===== src/rtl/crypto_pkg.sv =====
// Shared constants and types for the 8-bit cipher datapath.
package crypto_pkg;

    localparam int          LFSR_W    = 16;
    localparam int          BYTE_W    = 8;
    localparam logic [15:0] TAP_MASK  = 16'hB400;  // x^16+x^14+x^13+x^11+1
    localparam logic [15:0] ZERO_SEED = 16'hACE1;  // replaces an all-zero key

    typedef enum logic [1:0] {
        IDLE  = 2'd0,
        SHIFT = 2'd1,
        HOLD  = 2'd2
    } ks_state_t;

    // Seed actually loaded for a given key; an all-zero state would lock up the LFSR.
    function automatic logic [LFSR_W-1:0] seed_of(input logic [LFSR_W-1:0] key);
        return (key == '0) ? ZERO_SEED : key;
    endfunction

endpackage


===== src/rtl/keystream_gen_lfsr_step.sv =====
// One step of a right-shifting Galois LFSR; purely combinational.
module lfsr_step
    import crypto_pkg::*;
(
    input  logic [LFSR_W-1:0] s,
    input  logic [LFSR_W-1:0] mask,
    output logic [LFSR_W-1:0] s_next,
    output logic              out_bit
);

    assign out_bit = s[0];
    assign s_next  = (s >> 1) ^ (s[0] ? mask : '0);

endmodule


===== src/rtl/keystream_gen.sv =====
// Keystream byte generator: 16-bit Galois LFSR, eight steps per byte,
// byte offered on a valid/ready handshake.
module keystream_gen
    import crypto_pkg::*;
(
    input  logic              clk,
    input  logic              rst_n,
    input  logic              key_load,
    input  logic [LFSR_W-1:0] key,
    input  logic              ks_ready,
    output logic              ks_valid,
    output logic [BYTE_W-1:0] ks_byte,
    output logic              busy
);

    ks_state_t         state, state_nxt;
    logic [LFSR_W-1:0] lfsr;
    logic [LFSR_W-1:0] lfsr_nxt;
    logic              out_bit;
    logic [2:0]        bit_cnt;
    logic [BYTE_W-2:0] partial;   // bits 0..6 of the byte being assembled

    lfsr_step u_step (
        .s       (lfsr),
        .mask    (TAP_MASK),
        .s_next  (lfsr_nxt),
        .out_bit (out_bit)
    );

    // State register.
    always_ff @(posedge clk) begin
        // NOTE: sequential state uses non-blocking assignments so every register
        // samples pre-edge values regardless of block ordering.
        if (!rst_n) state <= IDLE;
        else        state <= state_nxt;
    end

    // Next-state and status outputs; key_load overrides every other transition.
    always_comb begin
        // NOTE: defaults first so no path leaves a variable unassigned (no latch).
        state_nxt = state;
        ks_valid  = 1'b0;
        busy      = 1'b0;
        case (state)
            IDLE:  state_nxt = IDLE;
            SHIFT: begin
                busy = 1'b1;
                if (bit_cnt == 3'd7) state_nxt = HOLD;
            end
            HOLD: begin
                ks_valid = 1'b1;
                if (ks_ready) state_nxt = SHIFT;
            end
            default: state_nxt = IDLE;
        endcase
        if (key_load) state_nxt = SHIFT;
    end

    // LFSR, bit counter and LSB-first byte assembly.
    always_ff @(posedge clk) begin
        if (!rst_n) begin
            lfsr    <= '0;
            bit_cnt <= '0;
            partial <= '0;
            ks_byte <= '0;
        end else if (key_load) begin
            lfsr    <= seed_of(key);
            bit_cnt <= '0;
        end else if (state == SHIFT) begin
            lfsr    <= lfsr_nxt;
            bit_cnt <= bit_cnt + 3'd1;
            partial <= {out_bit, partial[BYTE_W-2:1]};
            if (bit_cnt == 3'd7) ks_byte <= {out_bit, partial};
        end else if (state == HOLD && ks_ready) begin
            bit_cnt <= '0;
        end
    end

endmodule


===== config.mk =====
export PLATFORM = sky130hd
export DESIGN_NAME = keystream_gen
export DESIGN_NICKNAME = d
export VERILOG_FILES = /design/src/rtl/crypto_pkg.sv /design/src/rtl/keystream_gen_lfsr_step.sv /design/src/rtl/keystream_gen.sv
export SDC_FILE = /design/constraint.sdc
export NUM_CORES = 1
export LEC_CHECK = 0
export ABC_AREA = 1
export CAP_MARGIN = 20
export CORE_MARGIN = 5
export CORE_UTILIZATION = 39
export CTS_CLUSTER_SIZE = 10
export DETAILED_ROUTE_END_ITERATION = 6
export GPL_ROUTABILITY_DRIVEN = 0
export SLEW_MARGIN = 20
export SYNTH_ARGS = -nofsm -noshare
export SYNTH_HDL_FRONTEND = slang
export SYNTH_SLANG_ARGS = --single-unit
export TNS_END_PERCENT = 50

===== constraint.sdc =====
create_clock -name clk -period 3.2 [get_ports clk]
set_input_delay 0.96 -clock clk [delete_from_list [all_inputs] [get_ports clk]]
set_output_delay 0.96 -clock clk [all_outputs]
set_load 0.005 [all_outputs]

=== Word level (Yosys, flattened, before mapping) ===
Cells that the tools add are included.

* Bitwise logic cells: 3
* Reductions and logical operators: 9
* $add $sub $neg: 1
* Equal/unequal tests: 7
* Mux-type cells: 12

{| class="wikitable"
|+ Operator list
! kind !! number
|-
| $mux W16 || 4
|-
| $logic_not A16 Y1 || 1
|-
| $xor A15 B16 Y16 || 1
|-
| $mux W3 || 2
|-
| $reduce_and A2 Y1 || 3
|-
| $mux W2 || 2
|-
| $pmux W2 S2 || 1
|-
| $reduce_bool A2 Y1 || 2
|-
| $add A3 B1 Y3 const B || 1
|-
| $eq A3 B3 Y1 const B || 1
|-
| $mux W1 || 3
|-
| $ne A3 B2 Y1 const B || 1
|-
| $ne A3 B3 Y1 const B || 1
|-
| $reduce_and A3 Y1 || 1
|-
| $eq A2 B1 Y1 const B || 1
|-
| $eq A2 B2 Y1 const B || 1
|-
| $ne A2 B1 Y1 const B || 1
|-
| $ne A2 B2 Y1 const B || 1
|-
| $not A1 Y1 || 2
|-
| $reduce_or A2 Y1 || 1
|-
| $logic_and A1 B1 Y1 || 1
|}

* Register bits: 36

=== Depth between registers and ports, before layout ===
* Word-level depth: 4
* Depth in mapped cells: 8
* Depth with buffers taken out: 8

=== By module ===
A second synthesis with hierarchy kept.

* Cells, all modules: 290
* Area total of the unflattened synthesis: 1,975.6 sq um

{| class="wikitable"
|+ By module, submodules not included
! module !! cells each !! area an instance (sq um) !! instances
|-
| keystream_gen || 209 || 1,626.6 || 1
|-
| lfsr_step || 81 || 349.1 || 1
|}

=== Worst setup path after synthesis ===
OpenSTA, ideal clock, no wires.

* Path kind: input-to-reg
* From: in key_load
* To: reg lfsr[5]
* Cell stages on the path: 8
* Path slack: 1.517 ns
* Setup time: 0.132 ns
* Arrival: 1.551 ns
* Cell sequence: buf_6 -> inv_4 -> nand2_4 -> clkinv_2 -> nand2_1 -> o21ai_1 -> inv_1 -> a21oi_1

* Longest elaborated chain between the ends: 1
* Elaborated cells on any way between the ends: 2
* Those cells by class: mux (1); reduce/logical (1)

{| class="wikitable"
|+ Ends and longest elaborated chain
! element !! line !! text
|-
| start: declaration || keystream_gen.sv:8 || <nowiki>input logic key_load,</nowiki>
|-
| $mux W16 / $reduce_bool A2 Y1 (equally long branches) || n/a ||
|-
| end signal: assignment || keystream_gen.sv:67 || <nowiki>lfsr <= seed_of(key);</nowiki>
|-
| end signal: assignment || keystream_gen.sv:70 || <nowiki>lfsr <= lfsr_nxt;</nowiki>
|-
| end: declaration || keystream_gen.sv:17 || <nowiki>logic [LFSR_W-1:0] lfsr;</nowiki>
|}

Parallel ways exist; a longest one is shown, timed or not.
A chain may end at the register's enable or synchronous reset.

=== Worst setup path after layout ===
* From: reg state[1]
* To: out busy

* Longest elaborated chain between the ends: 2

{| class="wikitable"
|+ Ends and longest elaborated chain
! element !! line !! text
|-
| start: declaration || keystream_gen.sv:16 || <nowiki>ks_state_t state, state_nxt;</nowiki>
|-
| start signal: assignment || keystream_gen.sv:35 || <nowiki>else state <= state_nxt;</nowiki>
|-
| $eq A2 B1 Y1 || keystream_gen.sv:44 || <nowiki>case (state)</nowiki>
|-
| $mux W1 || keystream_gen.sv:44 ||
|-
| end: declaration || keystream_gen.sv:13 || <nowiki>output logic busy</nowiki>
|}

No other way between the ends.

==> run metrics <==
status=complete, no violations; Post-synth EDFFs=0; initial antenna violation count=0; reg2reg path depth=6; largest net degree at the start of global routing=23; crit path kind=reg2out; fin crit period=2370 ps; CTS tree=done; io pins=30; Yosys top cell area share=0.4347; footprint of the multi-input gates=747.0 µm²; DP Wirelength=2513 µm; Max Clock Freq=421.9 MHz; Seq cells post-synth=36; Num CTS Buffers=5; Hold Buf Count CTS=0; endpoint type of the worst setup path=primary output; WHS Endpoint=ks_byte[0]; Die Area=5655 µm²; DIE WIDTH=75.20 µm; crit path DAT=1410 ps; CP max stage delay=510 ps; mean area per synthesized cell=7.271 µm²; via density per instance=4.705; Post-Synthesis Net Count=250; Slew headroom=0.5167; Crit path buffers/inverters=3; H-tree Lvls=2; area grow syn2layout=24.08%; Mapped Cells=228; reg2reg setup slack=1870 ps; layout cells sized above 1=0.08915; Req. time, crit path=2240 ps; worst-skew pair later-pin latency=280 ps; Async S/R FF share, synth=0; RSZ-0062 raised after global routing=no; RR Endpoint=ks_byte[7]; Vias=1449; global route overflow=0; Worst-path clk slew=70 ps; final hold viol count=0; endpoints failing setup=0; starting density of the core=0.4086; Slew Limit Fails=0; crit path cell chain=inv_1, nand2_4, inv_2, clkdlybuf4s50_1; drt drc=0; number of buffers added on ports=29; power per cell area=453.0 nW/µm²; # placed instances=301; drt total wl=3482 µm; Synth Warn #=0; Max Root-Sink Buffers=2; peak supply drop=192.7 µV; routed length per instance=11.31 µm; dominant synthesized flop cell=dfxtp_1; FF-to-FF Start=bit_cnt[0]; Least-Margin Pin Slew=724.2 ps; startpoint types=flip-flop; global-route wire length before repair=5996 µm; Unique masters post-synth=27; NumNets Final=280; register area=720.7 µm²; setup_tns=0 ps; crit path max fanout=6; family with the most delay on the worst path=buffers and inverters; post-route antenna net violation count=0; Max-Cap Viols=0; clock sink count=36; Synth area leader=dfxtp_1; Syn Std Cell Area=1658 µm²; sequential element share of the synthesized area=0.4347; Pleak=0.8516 nW; Non-Filler Instances=308; Root Buffer=clkbuf_8; Fin Clk Skew=3.503 ps; CTS-repair resized insts=0; worst min-delay path category=reg2reg; n_diodes=0; top post-synthesis cells by area=dfxtp_1, nand2_1, inv_1; Rows=23; period utilization=0.7406; die height=75.20 µm; Design Area, Final=2057 µm²; Core Box Area=4058 µm²; HP Start=partial[0]; Layout fillers=404; Post-CTS Setup Inserts=0; GR Util All Layers=0.1384; Hold Path Depth=2; Slowest-stage cell, CP=clkdlybuf4s50_1; router iterations before antenna repair=4; dpl cell area=1961 µm²; initial DRC count=58; number of global-route vias before repair=1371
-- metal layers --
| metal | GRT usage | part of all wire |
|---|---|---|
| met5 | 0 | 0 |
| met4 | 0.05243 | 0.013 |
| met3 | 0.03738 | 0.058 |
| met2 | 0.2215 | 0.43 |
| met1 | 0.1782 | 0.50 |
-- synth_stat cells (all sizes together) (2+ instances only) --
cell / number
clkinv: 2
a31oi: 7
clkbuf: 4
a211oi: 3
nor2: 28
dfxtp: 36
inv: 29
ha: 2
o22ai: 2
a21oi: 20
nand2: 71
buf: 4
o21ai: 16
-- cell usage in the layout, fill, tap and decap left out, drive strengths merged, types with 2 or more instances in the layout --
cell type / count
a21oi: 20
buf: 2
clkbuf: 7
nor2: 28
o22ai: 2
a31oi: 7
ha: 2
o21ai: 16
a211oi: 3
dfxtp: 36
nand2: 71
clkdlybuf4s50: 29
clkinv: 2
inv: 29
-- per-stage QoR --
stage,power (mW),util,setup WS [ps],hold slack (ps)
after floorplan,0.5503,-,1517,429.7
final,0.9318,0.5069,830.0,455.5
after detailed placement,0.5924,0.4832,762.9,449.6
after CTS,0.9405,0.5069,818.0,459.9
after global placement,0.5924,0.4832,787.0,448.1
after global routing,0.9750,0.5069,737.9,475.4
-- cells by family after synthesis --
kind of cell	share of synthesized area
compound gates	0.1698
simple gates	0.2551
buf+inv	0.1147
flops	0.4347
fa+ha+maj	0.01509
xor+xnor	0.01057
-- worst max-delay path by stage --
stage | startpoint | to | slack (ps) | depth (start not counted)
floorplan | key_load | lfsr[5] | 1520 | 8
global placement | key_load | lfsr[5] | 790 | 8
detailed placement | key_load | lfsr[5] | 760 | 8
CTS | state[1] | busy | 820 | 4
global route | state[1] | busy | 740 | 4
finish | state[1] | busy | 830 | 4
-- power breakdown --
part           leakage, nW  switching (mW)  internal, mW
Sequential           0.294         0.00971         0.466
Clock               0.0503           0.158         0.192
Combinational        0.507          0.0584        0.0482
-- tightest hold or removal path: cells and delay by family, from the launching register on --
family | cells | cell delay (ps)
DFF | 1 | 300
AOI/OAI and AO/OA | 1 | 60
buffers and inverters | 1 | 60
-- state kept, by name (all words and copies together) (netlist names) --
name / flops
state: 2
lfsr: 16
ks_byte: 8
partial: 7
bit_cnt: 3
-- layout make-up --
type                       count  share of cell area
multi-input combinational    153              0.3631
sequential                    36              0.3504
timing repair buffer          31              0.1484
inverter                      31             0.06083
clock buffer                   7             0.04684
tap                           50             0.03041
No activity file was read; power rests on OpenSTA's default activity.
